===== src/rtl/sseg_scan_ctrl_pkg.sv =====
// Shared definitions for the 4-digit seven-segment scan controller.
package sseg_scan_ctrl_pkg;

    typedef enum logic [1:0] {
        IDLE  = 2'd0,
        BLANK = 2'd1,
        SHOW  = 2'd2
    } state_t;

    localparam logic [3:0]  AN_OFF     = 4'b1111;
    localparam int unsigned NUM_DIGITS = 4;

    // Active-low one-zero anode pattern for a digit index.
    function automatic logic [3:0] an_select(input logic [1:0] idx);
        return ~(4'b0001 << idx);
    endfunction

endpackage


===== src/rtl/sseg_scan_ctrl_if.sv =====
// Signal bundle between the display data source and the scan controller.
interface sseg_scan_ctrl_if;
    logic       en;
    logic       lzb_en;
    logic [3:0] bcd0;
    logic [3:0] bcd1;
    logic [3:0] bcd2;
    logic [3:0] bcd3;
    logic [3:0] dp_in;
    logic [3:0] an;
    logic [3:0] bcd_lat0;
    logic [3:0] bcd_lat1;
    logic [3:0] bcd_lat2;
    logic [3:0] bcd_lat3;
    logic       dp_n;
    logic       frame_start;

    modport master (
        output en, lzb_en, bcd0, bcd1, bcd2, bcd3, dp_in,
        input  an, bcd_lat0, bcd_lat1, bcd_lat2, bcd_lat3, dp_n, frame_start
    );

    modport slave (
        input  en, lzb_en, bcd0, bcd1, bcd2, bcd3, dp_in,
        output an, bcd_lat0, bcd_lat1, bcd_lat2, bcd_lat3, dp_n, frame_start
    );
endinterface


===== src/rtl/sseg_scan_ctrl_lzb.sv =====
// Leading-zero blanking mask: a digit goes dark when it and every digit to
// its left are zero without a decimal point. Digit 0 always stays lit.
module sseg_lzb (
    input  logic [3:0] bcd_lat0,
    input  logic [3:0] bcd_lat1,
    input  logic [3:0] bcd_lat2,
    input  logic [3:0] bcd_lat3,
    input  logic [3:0] dp_lat,
    input  logic       lzb_en,
    output logic [3:0] suppress
);
    always_comb begin
        suppress    = '0;
        suppress[3] = lzb_en && (bcd_lat3 == 4'd0) && !dp_lat[3];
        suppress[2] = suppress[3] && (bcd_lat2 == 4'd0) && !dp_lat[2];
        suppress[1] = suppress[2] && (bcd_lat1 == 4'd0) && !dp_lat[1];
    end
endmodule


===== src/rtl/sseg_scan_ctrl.sv =====
// Multiplexed 4-digit seven-segment scan controller: per-frame snapshot,
// rotating active-low anode select, dark guard per slot, optional zero blanking.
module sseg_scan_ctrl
    import sseg_scan_ctrl_pkg::*;
#(
    parameter int unsigned DIGIT_CYCLES = 25000,
    parameter int unsigned BLANK_CYCLES = 500,
    parameter int unsigned CNT_W        = 15
) (
    input  logic             clk,
    input  logic             rst_n,
    sseg_scan_ctrl_if.slave  bus
);
    localparam logic [CNT_W-1:0] BLANK_LAST = CNT_W'(BLANK_CYCLES - 1);
    localparam logic [CNT_W-1:0] DIGIT_LAST = CNT_W'(DIGIT_CYCLES - 1);
    localparam logic [1:0]       IDX_LAST   = 2'(NUM_DIGITS - 1);

    state_t           state, nxt_state;
    logic [1:0]       idx, nxt_idx;
    logic [CNT_W-1:0] cnt, nxt_cnt;
    logic             latch;
    logic [3:0]       lat0, lat1, lat2, lat3, dp_lat;
    logic [3:0]       suppress;
    logic [3:0]       an_q, an_d;
    logic             dp_n_q, dp_n_d, fs_q;

    sseg_lzb u_lzb (
        .bcd_lat0 (lat0),
        .bcd_lat1 (lat1),
        .bcd_lat2 (lat2),
        .bcd_lat3 (lat3),
        .dp_lat   (dp_lat),
        .lzb_en   (bus.lzb_en),
        .suppress (suppress)
    );

    always_comb begin
        nxt_state = state;
        nxt_idx   = idx;
        nxt_cnt   = cnt;
        latch     = 1'b0;
        if (!bus.en) begin
            // Enable loss overrides everything, including a frame wrap.
            nxt_state = IDLE;
            nxt_idx   = '0;
            nxt_cnt   = '0;
        end else begin
            unique case (state)
                IDLE: begin
                    nxt_state = BLANK;
                    nxt_idx   = '0;
                    nxt_cnt   = '0;
                    latch     = 1'b1;
                end
                BLANK: begin
                    nxt_cnt = cnt + 1'b1;
                    if (cnt == BLANK_LAST) nxt_state = SHOW;
                end
                SHOW: begin
                    if (cnt == DIGIT_LAST) begin
                        nxt_state = BLANK;
                        nxt_cnt   = '0;
                        nxt_idx   = idx + 1'b1;
                        latch     = (idx == IDX_LAST);
                    end else begin
                        nxt_cnt = cnt + 1'b1;
                    end
                end
                default: nxt_state = IDLE;
            endcase
        end

        // Outputs are registered, so they are decoded from the next state.
        an_d   = AN_OFF;
        dp_n_d = 1'b1;
        if (nxt_state == SHOW && !suppress[nxt_idx]) begin
            an_d   = an_select(nxt_idx);
            dp_n_d = ~dp_lat[nxt_idx];
        end
    end

    always_ff @(posedge clk or negedge rst_n) begin
        if (!rst_n) begin
            state  <= IDLE;
            idx    <= '0;
            cnt    <= '0;
            lat0   <= '0;
            lat1   <= '0;
            lat2   <= '0;
            lat3   <= '0;
            dp_lat <= '0;
            an_q   <= AN_OFF;
            dp_n_q <= 1'b1;
            fs_q   <= 1'b0;
        end else begin
            state  <= nxt_state;
            idx    <= nxt_idx;
            cnt    <= nxt_cnt;
            an_q   <= an_d;
            dp_n_q <= dp_n_d;
            fs_q   <= latch;
            if (latch) begin
                lat0   <= bus.bcd0;
                lat1   <= bus.bcd1;
                lat2   <= bus.bcd2;
                lat3   <= bus.bcd3;
                dp_lat <= bus.dp_in;
            end
        end
    end

    assign bus.an          = an_q;
    assign bus.dp_n        = dp_n_q;
    assign bus.frame_start = fs_q;
    assign bus.bcd_lat0    = lat0;
    assign bus.bcd_lat1    = lat1;
    assign bus.bcd_lat2    = lat2;
    assign bus.bcd_lat3    = lat3;
endmodule


===== src/flat_wrapper.sv =====
// flat-port wrapper written by rule: the top's interface ports become plain ports
module sseg_scan_ctrl_flat import sseg_scan_ctrl_pkg::*;
#(
    parameter int unsigned DIGIT_CYCLES = 25000,
    parameter int unsigned BLANK_CYCLES = 500,
    parameter int unsigned CNT_W        = 15
)
  (clk, rst_n, bus_en, bus_lzb_en, bus_bcd0, bus_bcd1, bus_bcd2, bus_bcd3, bus_dp_in, bus_an, bus_bcd_lat0, bus_bcd_lat1, bus_bcd_lat2, bus_bcd_lat3, bus_dp_n, bus_frame_start);
  sseg_scan_ctrl_if bus_i ();
  input  logic clk;
  input  logic rst_n;
  input wire logic [$bits(bus_i.en)-1:0] bus_en;
  input wire logic [$bits(bus_i.lzb_en)-1:0] bus_lzb_en;
  input wire logic [$bits(bus_i.bcd0)-1:0] bus_bcd0;
  input wire logic [$bits(bus_i.bcd1)-1:0] bus_bcd1;
  input wire logic [$bits(bus_i.bcd2)-1:0] bus_bcd2;
  input wire logic [$bits(bus_i.bcd3)-1:0] bus_bcd3;
  input wire logic [$bits(bus_i.dp_in)-1:0] bus_dp_in;
  output wire logic [$bits(bus_i.an)-1:0] bus_an;
  output wire logic [$bits(bus_i.bcd_lat0)-1:0] bus_bcd_lat0;
  output wire logic [$bits(bus_i.bcd_lat1)-1:0] bus_bcd_lat1;
  output wire logic [$bits(bus_i.bcd_lat2)-1:0] bus_bcd_lat2;
  output wire logic [$bits(bus_i.bcd_lat3)-1:0] bus_bcd_lat3;
  output wire logic [$bits(bus_i.dp_n)-1:0] bus_dp_n;
  output wire logic [$bits(bus_i.frame_start)-1:0] bus_frame_start;
  assign bus_i.en = bus_en;
  assign bus_i.lzb_en = bus_lzb_en;
  assign bus_i.bcd0 = bus_bcd0;
  assign bus_i.bcd1 = bus_bcd1;
  assign bus_i.bcd2 = bus_bcd2;
  assign bus_i.bcd3 = bus_bcd3;
  assign bus_i.dp_in = bus_dp_in;
  assign bus_an = bus_i.an;
  assign bus_bcd_lat0 = bus_i.bcd_lat0;
  assign bus_bcd_lat1 = bus_i.bcd_lat1;
  assign bus_bcd_lat2 = bus_i.bcd_lat2;
  assign bus_bcd_lat3 = bus_i.bcd_lat3;
  assign bus_dp_n = bus_i.dp_n;
  assign bus_frame_start = bus_i.frame_start;
  sseg_scan_ctrl #(.DIGIT_CYCLES(DIGIT_CYCLES), .BLANK_CYCLES(BLANK_CYCLES), .CNT_W(CNT_W)) u_core (.clk(clk), .rst_n(rst_n), .bus(bus_i));
endmodule

===== config.mk =====
export PLATFORM = sky130hd
export DESIGN_NAME = sseg_scan_ctrl_flat
export DESIGN_NICKNAME = d
export VERILOG_FILES = /design/src/rtl/sseg_scan_ctrl_pkg.sv /design/src/rtl/sseg_scan_ctrl_if.sv /design/src/rtl/sseg_scan_ctrl_lzb.sv /design/src/rtl/sseg_scan_ctrl.sv /design/src/flat_wrapper.sv
export SDC_FILE = /design/constraint.sdc
export NUM_CORES = 1
export LEC_CHECK = 0
export CAP_MARGIN = 5
export CORE_AREA = 4 4 72 74
export DETAILED_ROUTE_END_ITERATION = 10
export DIE_AREA = 0 0 76 78
export PLACE_DENSITY_LB_ADDON = 0.12
export REMOVE_ABC_BUFFERS = 1
export SETUP_SLACK_MARGIN = 0.05
export SYNTH_ARGS = -nofsm -noshare
export SYNTH_HDL_FRONTEND = slang
export SYNTH_SLANG_ARGS = --single-unit

===== constraint.sdc =====
create_clock -name clk -period 3.89 [get_ports clk]
set_clock_uncertainty 0.2 [all_clocks]
set_input_delay 0.778 -clock clk [delete_from_list [all_inputs] [get_ports clk]]
set_output_delay 0.778 -clock clk [all_outputs]
set_load 0.02 [all_outputs]

==> Yosys cells after proc, flatten, opt, wreduce, memory -nomap -nowiden <==
Cells that the tools add are included.
{ "word_totals": {"register_bits": 45, "out_inout_bits": 22, "wordCells": 58} }
{ "op_classes": {"add_sub_neg": 2, "order_cmp": 1, "n_eq_ne": 7, "shift": 1, "muxes": 19, "n_bitwise": 2, "reduce_logical": 15} }
{ "op_table": {"columns": ["operator", "count"], "rows": [
  ["$pmux 15 s3", 1],
  ["$mux 15", 2],
  ["$add 15x1->15 const B", 1],
  ["$eq 15x15->1 const B", 1],
  ["$eq 15x9->1 const B", 1],
  ["$logic_not 4->1", 3],
  ["$mux 2", 5],
  ["$logic_and 1x1->1", 7],
  ["$eq 2x2->1 const B", 3],
  ["$pmux 2 s3", 1],
  ["$mux 1", 5],
  ["$bmux 1 s2", 2],
  ["$logic_not 1->1", 4],
  ["$mux 4", 1],
  ["$ne 4x1->1 const B", 1],
  ["$not 4->4", 1],
  ["$pmux 2 s2", 1],
  ["$shl 1x2->4 const A", 1],
  ["$lt 2x3->1 const B", 1],
  ["$add 2x1->2 const B", 1],
  ["$eq 2x1->1 const B", 1],
  ["$logic_not 2->1", 1],
  ["$pmux 1 s2", 1],
  ["$not 1->1", 1]
]} }

==> Logic depth before layout (Yosys ltp) <==
Gate-level depths: netlist of run 1.
{ "depth": {"ltp_word": 12, "depth_mapped": 9} }

==> By module <==
Synthesis of run 1 repeated with hierarchy kept, for this count alone.
{ "unflattened": {"hier_cells": 209, "hier_area_um2": 2308.5} }
{ "by_module_without_submodules": {"columns": ["mod", "instances", "cells_each", "area_each_um2", "seq_area_each_um2"], "rows": [
  ["sseg_scan_ctrl", 1, 197, 2235.9, 1132.3],
  ["sseg_lzb", 1, 12, 72.6, 0.0]
]} }

==> Worst setup path before layout of run 1 <==
OpenSTA, ideal clock, no wires.
{ "synth_timing": {"path_kind": "flip-flop to flip-flop", "from": "register u_core.cnt[9]", "to": "register u_core.dp_n_q, in the netlist u_core.bus.dp_n", "setup_time_ns": 0.094, "t_arrival_ns": 2.138, "required_time_ns": 3.596, "setup_slack_ns": 1.458, "path_stages_with_launch": 6, "synth_period_minus_slack_ns": 2.432, "path_cell_list": "dfrtp_1 or4b_4 or4_1 a21o_1 and3_1 o311ai_2"} }
{ "synth_via": {"elab_chain_len": 9} }
{ "synth_rtl": {"columns": ["element", "line_no", "text"], "rows": [
  ["start, declared", "sseg_scan_ctrl.sv:20", "logic [CNT_W-1:0] cnt, nxt_cnt;"],
  ["start signal, assigned", "sseg_scan_ctrl.sv:98", "cnt <= nxt_cnt;"],
  ["$eq 15x15->1", "sseg_scan_ctrl.sv:60", "if (cnt == DIGIT_LAST) begin"],
  ["$mux 2", "sseg_scan_ctrl.sv:60", null],
  ["$pmux 2 s2", "sseg_scan_ctrl.sv:48", "unique case (state)"],
  ["$mux 2", "sseg_scan_ctrl.sv:42", "if (!bus.en) begin"],
  ["$bmux 1 s2", "sseg_scan_ctrl.sv:76", "if (nxt_state == SHOW && !suppress[nxt_idx]) begin"],
  ["$mux 1 (implied by the code)", "sseg_scan_ctrl.sv:76", null],
  ["$logic_not 1->1", "sseg_scan_ctrl.sv:76", null],
  ["$logic_and 1x1->1", "sseg_scan_ctrl.sv:76", null],
  ["$mux 1 *", "sseg_scan_ctrl.sv:76", null],
  ["via u_core.dp_n_d", "sseg_scan_ctrl.sv:25", "logic dp_n_q, dp_n_d, fs_q;"],
  ["end signal, assigned", "sseg_scan_ctrl.sv:100", "dp_n_q <= dp_n_d;"],
  ["end, declared", "sseg_scan_ctrl.sv:25", null]
]} }
Mark *: on every way through the listed nets, which the timed path passes. The rest lies on a longest branch. The select of a mux whose other input is x is not followed.
A chain may end at the register's enable or synchronous reset.

==> Worst setup path after layout of run 1 <==
{ "layout_timing": {"from": "input bus_en", "to": "register u_core.cnt[11]"} }
{ "layout_via": {"elab_chain_len": 1} }
{ "layout_rtl": {"columns": ["element", "line_no", "text"], "rows": [
  ["start, declared", "flat_wrapper.sv:12", "input wire logic [$bits(bus_i.en)-1:0] bus_en;"],
  ["$ne 4x1->1 (no source line) / $mux 15 (equally long branches)", null, null]
]} }
Parallel ways exist; a longest one is shown, timed or not.

==> impl_metrics.csv, run 1 <==
group,metric,value,unit
die,rows,25,
placement,dpl.hpwl,3358,um
drt,wirelength_met1,2136,um
synth,yosys-top-cells-area,"dfrtp_1 45%, mux2_2 9.5%, dfstp_2 5.8%, o21ai_0 3.6%, ha_1 3.3%",
drt,ant_nets,0,
synth,synth_edf_count,0,
die,die_w,76,um
sta,final.min_clock_period,2780,ps
cts,ctsResizeCount,0,
flow_run,max_cap_violations,0,
drt,initialDrtViolationCount,66,
sta,rsz0062_at_grt,"no",
die,placeableCoreArea,4598,um2
sta,relSlewSlack,27.59,%
synth,per_instance_average_area_after_synthesis,10.86,um2
sta,final-max-slew-violation-count,0,
grt,grt_use_total,16.45,%
cts,worst_setup_hold_path_clk_slew,80,ps
cts,cts_sink_count,45,
grt,grt_start_max_net_pins,46,
sta,setup_total_negative_slack,0,ps
worst_hold_path,timing.hold.worst_path_depth,1,
grt,first_pass_grt_wire_length,7928,um
cts,cts_made_buffers,5,
sta,fmaxAchievable,359.8,MHz
cts,cts-hold-fix-buffers,0,
sta,hold_ws,291.6,ps
drt,drt-wirelength-per-cell,14.76,um
power,powerDensity,356.7,nW/um2
grt,antenna_found_initial,0,
synth,async_reset_ff_share,100.0,%
synth,post_synth_inst_count,207,
synth,yosys_register_bits,45,
die,initial_util,48.87,%
power,leak,1.177,nW
power,ir_worst_vdd,265.2,uV
synth,dominantRegCellSynth,"dfrtp_1",
setup_path,kind_of_end_point_of_the_critical_path,"flip-flop",
placement,port-buffer-count,45,
cells_and_area,synthToLayoutAreaGrowth,26.61,%
drt,num_vias,1735,
sta,fin_crit_sh,71.46,%
cells_and_area,final_layout_size_suffix_gt1_share,17.51,%
die,io_pins,46,
drt,route.met3.wl,255,um
drt,detailroute.wirelength.met2,2142,um
synth,yosys.area.top_type,"dfrtp_1",
setup_path,crit_path_max_fanout,7,
status,outcome,"completed",
cts,cts_tree,"yes",
setup_path,cp_data_arrival_time,2760,ps
sta,report.final.hold_viol_count,0,
setup_path,element_type_at_the_critical_path_start,"primary input",
drt,drt-pass1-iter-count,4,
placement,placed_area,2754,um2
sta,setup_viol,0,
cts,clk_root_buffer_cell,"clkbuf_8",
cells_and_area,diodes,0,
synth,yosysWarnings,0,
die,die_height,78,um
synth,syn-cell-area,2247,um2
drt,total_length_of_routed_wires,4589,um
grt,grt_pass1_vias,1691,
cells_and_area,final_util,61.88,%
setup_path,critPathRequiredTime,3870,ps
grt,gr-total-overflow,0,
worst_hold_path,timing.hold.worst.class,"flip-flop to flip-flop",
setup_path,worst-r2r-cell-count,7,
placement,place_inst,303,
cts,cts.repair_timing.setup_buffer_count,0,
synth,synth_cell_type_count,44,
die,floorplan.die_area,5928,um2
drt,drt_drc_violations_left,0,
placement,gp_congestion,0.7817,
synth,synth_top_cell_area_share,44.54,%
cts,htree_levels,2,
setup_path,timing_worst_setup_path_type,"primary input to flip-flop",
synth,seq_area_frac_synth,50.39,%
cts,max-clock-path-buffers,2,
sta,worst_pin_slew,1086,ps
cts,insertion_delay,300,ps
drt,maxUsedRoutingLayer,"met4",
cells_and_area,final_cell_area,2845,um2
cells_and_area,number_of_nets_at_the_end_of_the_flow,286,
cells_and_area,instances_no_fill,311,
drt,avgViaCountPerCell,5.579,
==> path summary, 6_finish.rpt <==
kind | start | endpoint | slack [ps]
worst max-delay path | bus_en | u_core.cnt[11] | 1110
worst min-delay path | u_core.bus.bcd_lat0[2] | u_core.bus.bcd_lat0[2] | 290
worst max register to register | u_core.cnt[0] | u_core.bus.an[2] | 1160
worst min register to register | u_core.bus.bcd_lat0[2] | u_core.bus.bcd_lat0[2] | 290
max in group asynchronous | rst_n | u_core.bus.bcd_lat0[2] | 2470
min in group asynchronous | rst_n | u_core.cnt[10] | 420
==> report_power, final <==
group / switching [W] / internal (W) / total (W) / leakage [nW]
clock: 0.000167 / 0.000128 / 0.000294 / 0.0481
combinational: 0.0000889 / 0.000103 / 0.000192 / 0.565
sequential: 0.0000247 / 0.000504 / 0.000528 / 0.563
total: 0.000280 / 0.000734 / 0.00101 / 1.18
==> cells in the mapped netlist (2+ instances only) <==
| cell type | count |
|---|---|
| mux2_1 | 2 |
| and2_1 | 4 |
| o31ai_1 | 3 |
| mux2i_1 | 2 |
| and3_1 | 6 |
| nand2_1 | 13 |
| dfrtp_1 | 40 |
| nand4_1 | 3 |
| or4_1 | 3 |
| nor2_1 | 18 |
| mux2_2 | 19 |
| a21o_1 | 2 |
| nand4b_1 | 4 |
| inv_1 | 7 |
| buf_2 | 2 |
| or2_2 | 2 |
| dfstp_2 | 5 |
| o21ai_0 | 16 |
| nand2b_1 | 2 |
| xor2_1 | 4 |
| nor3_1 | 5 |
| or4b_2 | 2 |
| o211a_1 | 2 |
| nand3_1 | 12 |
| clkbuf_1 | 2 |
| ha_1 | 6 |
| a21oi_1 | 4 |
==> per-layer routing <==
layer  up-vias  track usage [%]
met3         6            5.220
met2        35            26.03
li1        845                -
met5         -                0
met4         0            4.804
met1       849            21.55
==> cell usage in the layout (no fill, tap or decap), drive strengths merged, types with 6 or more instances in the layout <==
cell type	netlist	layout
dfrtp	40	40
inv	8	8
clkdlybuf4s50	0	44
o21ai	18	18
nand2	13	13
nor2	18	18
ha	6	6
mux2	21	21
nand3	12	12
and3	6	6
==> kinds of logic (layout without fill, tap and decap cells) <==
kind of cell	Yosys count	after routing	synth area share [%]
fa+ha+maj	6	6	3.341
simple gates	80	80	19.88
buf+inv	12	62	2.116
mux	23	23	11.41
compound gates	36	36	10.91
flops	45	45	50.39
xor+xnor	5	5	1.949
==> state kept, by name (all words and copies together) (netlist names), 2 cells and up <==
register / flops
u_core.cnt: 15
u_core.bus.an: 4
u_core.bus.bcd_lat0: 4
u_core.bus.bcd_lat1: 4
u_core.bus.bcd_lat2: 4
u_core.bus.bcd_lat3: 4
u_core.dp_lat: 4
u_core.idx: 2
u_core.state: 2
==> cell type report <==
class / count / area, um2
Inverter: 8 / 30.03
Fill cell: 407 / 1753
Clock inverter: 3 / 22.52
Tap cell: 54 / 67.56
Sequential cell: 45 / 1132
Timing Repair Buffer: 46 / 452.9
Clock buffer: 5 / 68.82
Multi-Input combinational cell: 150 / 1071
==> metrics by stage <==
| step | setup slack (ps) | power (W) |
|---|---|---|
| after global placement | 832.3 | 0.0007300 |
| after CTS | 1067 | 0.001030 |
| after floorplan | 1163 | 0.0006247 |
| final | 1110 | 0.001015 |
| after detailed placement | 755.5 | 0.0007328 |
| after global routing | 891.0 | 0.001066 |
==> critical path: stages <==
cell and delay, ps:
clkdlybuf4s50_1 640, inv_1 100, nor3_1 610, nor3_1 250, nand3_1 160, xor2_1 160
nor2_1 50
No activity file was read; power rests on OpenSTA's default activity.
==> run 2, diff against run 1 <==
--- a/config.mk
+++ b/config.mk
@@ -6,9 +6,9 @@
 export NUM_CORES = 1
 export LEC_CHECK = 0
 export CAP_MARGIN = 5
-export CORE_AREA = 4 4 72 74
+export CORE_AREA = 4 4 75 77
 export DETAILED_ROUTE_END_ITERATION = 10
-export DIE_AREA = 0 0 76 78
+export DIE_AREA = 0 0 79 81
 export PLACE_DENSITY_LB_ADDON = 0.12
 export REMOVE_ABC_BUFFERS = 1
 export SETUP_SLACK_MARGIN = 0.05
==> constraint.sdc (replaced) <==
create_clock -name clk -period 2.4 [get_ports clk]
set_clock_uncertainty 0.2 [all_clocks]
set_input_delay 0.48 -clock clk [delete_from_list [all_inputs] [get_ports clk]]
set_output_delay 0.48 -clock clk [all_outputs]
set_load 0.02 [all_outputs]
==> run 2 against run 1 <==
- the flow now finishes with violations (setup timing)
- register-to-register slack worse by 1200 ps
- via count rose by 9.9%
- hold slack worse by 240 ps
- final cell count is 19% higher
- total power up 72%
- critical path type is now flip-flop to flip-flop
- largest power group unchanged
==> impl_metrics.csv, run 2 (synthesis results as in run 1) <==
group,metric,value,unit
status,outcome,"complete, but fails checks",
status,violations,"setup timing",
sta,final-max-slew-violation-count,0,
setup_path,element_type_at_the_critical_path_start,"flip-flop",
setup_path,timing.critical_path.cells,"or4b_4 -> nor4_4 -> buf_4 -> buf_4 -> mux2_4 -> nand3_2 -> a21oi_2 -> o311ai_4",
setup_path,maximum_single_stage_delay_on_the_critical_path,570,ps
setup_path,cpMaxStageDelayCell,"or4b_4",
die,io_pins,46,
cells_and_area,area_occupied_by_multi_input_gates,1200,um2
grt,gr-max-usage-layer,"met2",
cells_and_area,number_of_nets_at_the_end_of_the_flow,328,
cells_and_area,filler_cell_count,410,
sta,relSlewSlack,61.85,%
drt,initialDrtViolationCount,114,
setup_path,cp_num_buf_inv,2,
sta,report.final.hold_viol_count,0,
sta,setup_viol,24,
sta,rsz0062_at_grt,"yes",
grt,global_route.usage.met2,27.27,%
placement,gp_congestion,0.8812,
cells_and_area,diodes,0,
sta,fmaxAchievable,402.7,MHz
power,ir_worst_vdd,407.3,uV
cts,clk_root_buffer_cell,"clkbuf_8",
cells_and_area,largest-register,"u_core.cnt",
cells_and_area,synthToLayoutAreaGrowth,50.17,%
die,die_height,81,um
sta,worst_slack,-83.11,ps
worst_hold_path,timing.hold.worst.class,"primary input to asynchronous set/reset pin",
drt,ant_nets,0,
sta,final.min_clock_period,2483,ps
cts,cts_tree,"yes",
drt,drt-wirelength-per-cell,15.11,um
setup_path,crit_path_max_fanout,5,
setup_path,crit_family,"simple AND/OR/NAND/NOR gates",
grt,global_route_met3_usage,5.322,%
cells_and_area,final_cell_area,3374,um2
cts,insertion_delay,300,ps
die,floorplan.die_area,6399,um2
setup_path,cp_data_arrival_time,2500,ps
drt,drt_drc_violations_left,0,
placement,port-buffer-count,45,
grt,gr-total-overflow,0,
setup_path,timing_worst_setup_path_type,"flip-flop to flip-flop",
die,die_w,79,um
die,initial_util,44.86,%
placement,placed_area,3012,um2
cells_and_area,most_frequent_cells_in_the_layout,"44 x clkdlybuf4s50_1, 40 x dfrtp_1, 38 x buf_4",
die,placeableCoreArea,5010,um2
drt,drt-pass1-iter-count,4,
cells_and_area,final_common_cell,"clkdlybuf4s50_1",
placement,dpl_worst_slack,-110.0,ps
power,powerDensity,516.6,nW/um2
setup_path,kind_of_end_point_of_the_critical_path,"flip-flop",
cts,cts_sink_count,45,
drt,avgViaCountPerCell,5.165,
cts,cts_made_buffers,5,
grt,antenna_found_initial,0,
placement,dpl.hpwl,3722,um
die,rows,26,
cells_and_area,largest_register_ffs,15,
setup_path,critical-path-top-cell-by-count,"buf_4",
cts,htree_levels,2,
flow_run,max_cap_violations,0,
cells_and_area,layout.area.seq,1132,um2
drt,total_length_of_routed_wires,5574,um
power,leak,1.434,nW
drt,num_vias,1906,
grt,first_pass_grt_wire_length,8811,um
cts,max-clock-path-buffers,2,
cts,worst_setup_hold_path_clk_slew,90,ps
grt,grt_pass1_vias,1908,
grt,grt_start_max_net_pins,46,
cells_and_area,final_util,67.36,%
grt,grtUsageMet1,23.33,%
grt,grt_use_total,17.47,%
sta,fin_crit_sh,103.5,%
sta,worst_pin_slew,572.3,ps
cells_and_area,final_layout_size_suffix_gt1_share,34.45,%
setup_path,critPathRequiredTime,2410,ps
## run 2: changes by cell type in the layout (fill, tap and decap cells not counted), moves of 3 or more
| cell | previous run | this run |
|---|---|---|
| buf_4 | 1 | 38 |
| mux2_4 | 0 | 3 |
| o21ai_0 | 16 | 7 |
| o21ai_1 | 0 | 9 |
## run 2: cell type report
class                   count  area share (%)
clock buffers               7           2.855
multi-input cells         150           35.56
inverters                   8          0.8899
clock inverters             1          0.1483
well taps                  70           2.595
flip-flops and latches     45           33.56
repair buffers             88           24.40
## run 2: worst reg2reg max path, cell delays in order, from the launching register on
cell and delay, ps:
dfrtp_1 380, or4b_4 570, nor4_4 250, buf_4 190, buf_4 120, mux2_4 310, nand3_2 90, a21oi_2 70
o311ai_4 220
## run 2: what timing repair did
action                                  in CTS  in global routing
hold buffers                                 0                  0
endpoints found under the setup margin      40                 38
pin swaps                                    5                 13
gates cloned                                 0                  2
buffers inserted                             4                  6
resized for setup                           12                 24
## run 2: metal layers
layer / up-vias / part of all wire (%)
met3: 7 / 5.7
met5: - / 0
met4: 0 / 1.5
li1: 934 / -
met2: 55 / 46
met1: 910 / 47
## run 2: stage by stage
stage / power, W / setup TNS (ps) / hold WS, ps / instances
after floorplan: 0.001013 / -6541 / -15.59 / 203
after global placement: 0.001204 / -194.5 / 279.2 / 349
after detailed placement: 0.001206 / -457.9 / 284.6 / 349
after CTS: 0.001729 / -451.1 / 69.51 / 361
after global routing: 0.001827 / -3718 / 98.29 / 369
final: 0.001743 / -891.9 / 51.39 / 369
## run 2: worst paths after layout
path	slack, ps	end	start	cells past startpoint
setup reg to reg	-80	u_core.bus.dp_n	u_core.cnt[11]	8
min in group clk	310	u_core.bus.bcd_lat0[3]	u_core.bus.bcd_lat0[3]	1
hold reg to reg	310	u_core.bus.bcd_lat0[3]	u_core.bus.bcd_lat0[3]	1
max in group asynchronous	1550	u_core.cnt[10]	rst_n	2
setup / recovery	-80	u_core.bus.dp_n	u_core.cnt[11]	8
hold / removal	50	u_core.cnt[2]	rst_n	2
## run 2: where the power goes
part	switching [W]	internal [W]	total (W)	leakage, nW
registers	0.0000417	0.000816	0.000858	0.563
logic	0.000162	0.000206	0.000367	0.816
clock network	0.000257	0.000260	0.000518	0.0542
total	0.000461	0.00128	0.00174	1.43
==> patch 1, RTL diff (flow settings as in run 2) <==
`CNT_W` is set to 15 in 2 places; all go to 19.
--- a/src/rtl/sseg_scan_ctrl.sv
+++ b/src/rtl/sseg_scan_ctrl.sv
@@ -7,3 +7,3 @@
     parameter int unsigned BLANK_CYCLES = 500,
-    parameter int unsigned CNT_W        = 15
+    parameter int unsigned CNT_W        = 19
 ) (
--- a/src/flat_wrapper.sv
+++ b/src/flat_wrapper.sv
@@ -5,3 +5,3 @@
     parameter int unsigned BLANK_CYCLES = 500,
-    parameter int unsigned CNT_W        = 15
+    parameter int unsigned CNT_W        = 19
 )
Behaviour: no difference found for any inputs over 10 cycles, from zero or initial values and one cycle with rst_n low; that may be too few to reach the edited logic, so the function may still have changed.
==> patch 1 against run 2 <==
  * Non-clock buffer count decreased by 27
  * Wire length rose by 5.5%
  * Global-route usage rose by 1.6 points
  * Worst setup slack better by 0.22 ns
  * Design area up 2.1%
  * Sequential power grew 7.1%
  * Synthesized area up 19%
  * Total power up 5.5%
  * Sequential cell count is 4 higher
  * Largest cell class unchanged
  * Largest power group unchanged
  * Highest routed layer unchanged
==> patch 1: results (changes against run 2) <==
place:
  gp_congestion: 0.877  # -0.50%
  post-place-cells: 375  # +7.4%
  dp_worst_setup_slack_ns: 0.0676  # +0.178 ns
  dp_hpwl_um: 4340  # +17%
pwr:
  p_leak_nw: 1.40  # -2.4%
  switchingPower_mw: 0.468  # +1.6%
  pg_comb_mw: 0.338  # -7.9%
  ir_drop_mv: 0.507  # +24%
  pwr-share-comb_pct: 18.4  # -2.7 points
  p_clk_mw: 0.582  # +12%
synth:
  yosys-top-cells-count: "44 x dfrtp_1, 19 x mux2_1, 18 x nand3_1"
  seq_area_frac_synth_pct: 46.2  # -4.1 points
  synth_area_leaders: "dfrtp_1 41%, mux2_1 8.0%, dfstp_2 4.9%, nand3_1 3.4%, a21oi_1 2.8%"
cells_and_area:
  drive_above_1_share_pct: 14.9  # -20 points
  fillers: 431  # +5.1%
  nNetsFinal: 344  # +4.9%
  stdcell_count: 385  # +4.3%
  design_area_mm2: 0.00344  # +2.1%
drt:
  wl_met1_um: 2740  # +5.1%
  viasPerCell: 5.50  # +6.6%
  wl_met2_um: 2850  # +11%
  wl_met3_um: 215  # -32%
cts:
  post_cts_resized: 0  # -12
  post_cts.repair.setup_buffers: 0  # -4
  hold_buffers: 1  # +1
sta:
  slew_headroom_pct: 62.4  # +0.58 points
  fmax_ghz: 0.442  # +9.8%
global_route:
  grt_usage_pct: 19.0  # +1.6 points
  grt_pass1_vias: 2033  # +6.6%
  grt_pass1_wl_um: 9520  # +8.0%
worst_setup_path:
  cp_slowest_cell: "dfrtp_1"
  crit_end: "u_core.bus.an[2]$_DFF_PN1_"
  cpPeakStageDelay_ns: 0.40  # -0.17 ns
  cp.arrival_ns: 2.27  # -0.23 ns
worst_hold_path:
  min_path_type: "flip-flop to flip-flop"
run_status:
  status: "complete, no violations"
==> patch 1: cells by family (layout without fill, tap and decap cells) <==
kind of cell	Yosys count	count (layout)	synth area share, %
multiplexers	23	23	9.58
flip-flops	49	49	46.2
AND/OR/NAND/NOR	102	102	23.2
AO/OA/AOI/OAI	51	51	12.6
XOR/XNOR	3	3	0.986
adder cells (fa/ha/maj)	6	6	2.82
buffers and inverters	23	81	4.55
==> patch 1: worst reg2reg max path, cell delays in order (launching register included) <==
cell and delay, ns:
dfrtp_1 0.40, inv_1 0.19, ha_4 0.21, nand4_1 0.17
buf_4 0.20, o211ai_1 0.21, a21boi_1 0.11, a311oi_1 0.34
o211ai_1 0.15
==> patch 1: how the worst min path moves through the flow <==
stage                                       startpoint                            endpoint  slack, ns  cells after the start
floorplan                                        rst_n  u_core.bus.bcd_lat0[0]$_DFFE_PN0P_      -0.02                      0
global placement    u_core.bus.bcd_lat0[0]$_DFFE_PN0P_  u_core.bus.bcd_lat0[0]$_DFFE_PN0P_       0.27                      1
detailed placement  u_core.bus.bcd_lat0[1]$_DFFE_PN0P_  u_core.bus.bcd_lat0[1]$_DFFE_PN0P_       0.27                      1
CTS                 u_core.bus.bcd_lat0[1]$_DFFE_PN0P_  u_core.bus.bcd_lat0[1]$_DFFE_PN0P_       0.29                      1
global route        u_core.bus.bcd_lat0[1]$_DFFE_PN0P_  u_core.bus.bcd_lat0[1]$_DFFE_PN0P_       0.32                      1
finish              u_core.bus.bcd_lat0[1]$_DFFE_PN0P_  u_core.bus.bcd_lat0[1]$_DFFE_PN0P_       0.29                      1
==> patch 1: final cells by class <==
cell class,instances,area share (%)
clock inverters,2,1.13
repair buffers,61,17.6
inverters,12,1.31
flip-flops and latches,49,35.8
clock buffers,6,2.11
well taps,70,2.54
multi-input cells,185,39.5
==> patch 2, RTL diff (settings of run 2) <==
Made on the original files. Re-encode `state_t` (3 states) as one-hot, 3 bits wide.
--- a/src/rtl/sseg_scan_ctrl_pkg.sv
+++ b/src/rtl/sseg_scan_ctrl_pkg.sv
@@ -3,6 +3,6 @@
 
-    typedef enum logic [1:0] {
-        IDLE  = 2'd0,
-        BLANK = 2'd1,
-        SHOW  = 2'd2
+    typedef enum logic [2:0] {
+        IDLE  = 3'b001,
+        BLANK = 3'b010,
+        SHOW  = 3'b100
     } state_t;
Check against the original RTL: same outputs for any inputs over 10 cycles, from zero or initial values and one cycle with rst_n low; not proved beyond that.
==> patch 2 against run 2 <==
  * The run still ends with negative setup slack left
  * Via count fell by 3.6%
  * Sequential cell count increased by 1
  * Worst setup slack got worse by 0.13 ns
  * Sequential share of layout area rose by 2.1 points
  * Clock power increased by 38%
  * Worst hold slack better by 0.24 ns
  * Synthesized area is 3.7% lower
  * Wire length is 2.8% lower
  * Total power up 28%
  * Design area is 3.7% lower
  * Critical path type unchanged
  * Critical endpoint is now u_core.dp_lat[0]$_DFFE_PN0P_
  * Highest routed layer unchanged
==> patch 2: results (changes against run 2) <==
synth:
  synthAdderAreaFrac_pct: 1.16  # -2.2 points
  synth_area_leaders: "dfrtp_1 46%, mux2_1 11%, dfstp_2 7.3%, nand2_1 5.4%, o21ai_0 5.1%"
  synth-compound-area-share_pct: 11.2  # +0.30 points
  muxShareOfSynthArea_pct: 12.6  # +1.2 points
worst_setup_path:
  cp_slowest_cell: "or4_4"
  path_max_fanout: 21  # +16
  cpPeakStageDelay_ns: 0.54  # -0.03 ns
pwr:
  ir_drop_mv: 0.567  # +39%
drt:
  wl_met3_um: 296  # -6.0%
  wl_met2_um: 2790  # +8.7%
  viasPerCell: 5.18  # +0.24%
  routedWlPerCell_um: 15.3  # +1.0%
  drt-pass1-iter-count: 5  # +1
sta:
  setup_viol: 27  # +13%
  slew_headroom_pct: 62.0  # +0.11 points
  fin_ws_ns: -0.213  # -0.130 ns
cells_and_area:
  multi_input_area_mm2: 0.00105  # -13%
  nNetsFinal: 310  # -5.5%
  drive_above_1_share_pct: 25.6  # -8.8 points
  buf_share_pct: 24.4  # +0.044 points
  signal_buffers: 81  # -8.0%
  nMultiInputCombCells: 145  # -3.3%
run_status:
  violations: "negative setup slack"
  status: "finished with violations"
worst_hold_path:
  min_path_type: "flip-flop to flip-flop"
cts:
  post_cts_resized: 10  # -2
[patch 2: logic make-up after synthesis]
family | count (synthesis)
compound gates | 39
xor+xnor | 1
fa+ha+maj | 2
buf+inv | 10
flops | 46
mux | 24
simple gates | 79
[patch 2: worst paths after layout]
check / to / slack, ns / depth (start not counted)
hold / removal: u_core.bus.bcd_lat0[2]$_DFFE_PN0P_ / 0.29 / 1
hold reg to reg: u_core.bus.bcd_lat0[2]$_DFFE_PN0P_ / 0.29 / 1
min in group asynchronous: u_core.cnt[4]$_DFFE_PN0P_ / 0.49 / 3
setup reg to reg: u_core.dp_lat[0]$_DFFE_PN0P_ / -0.21 / 6
setup / recovery: u_core.dp_lat[0]$_DFFE_PN0P_ / -0.21 / 6
max in group asynchronous: u_core.bus.an[1]$_DFF_PN1_ / 1.22 / 3
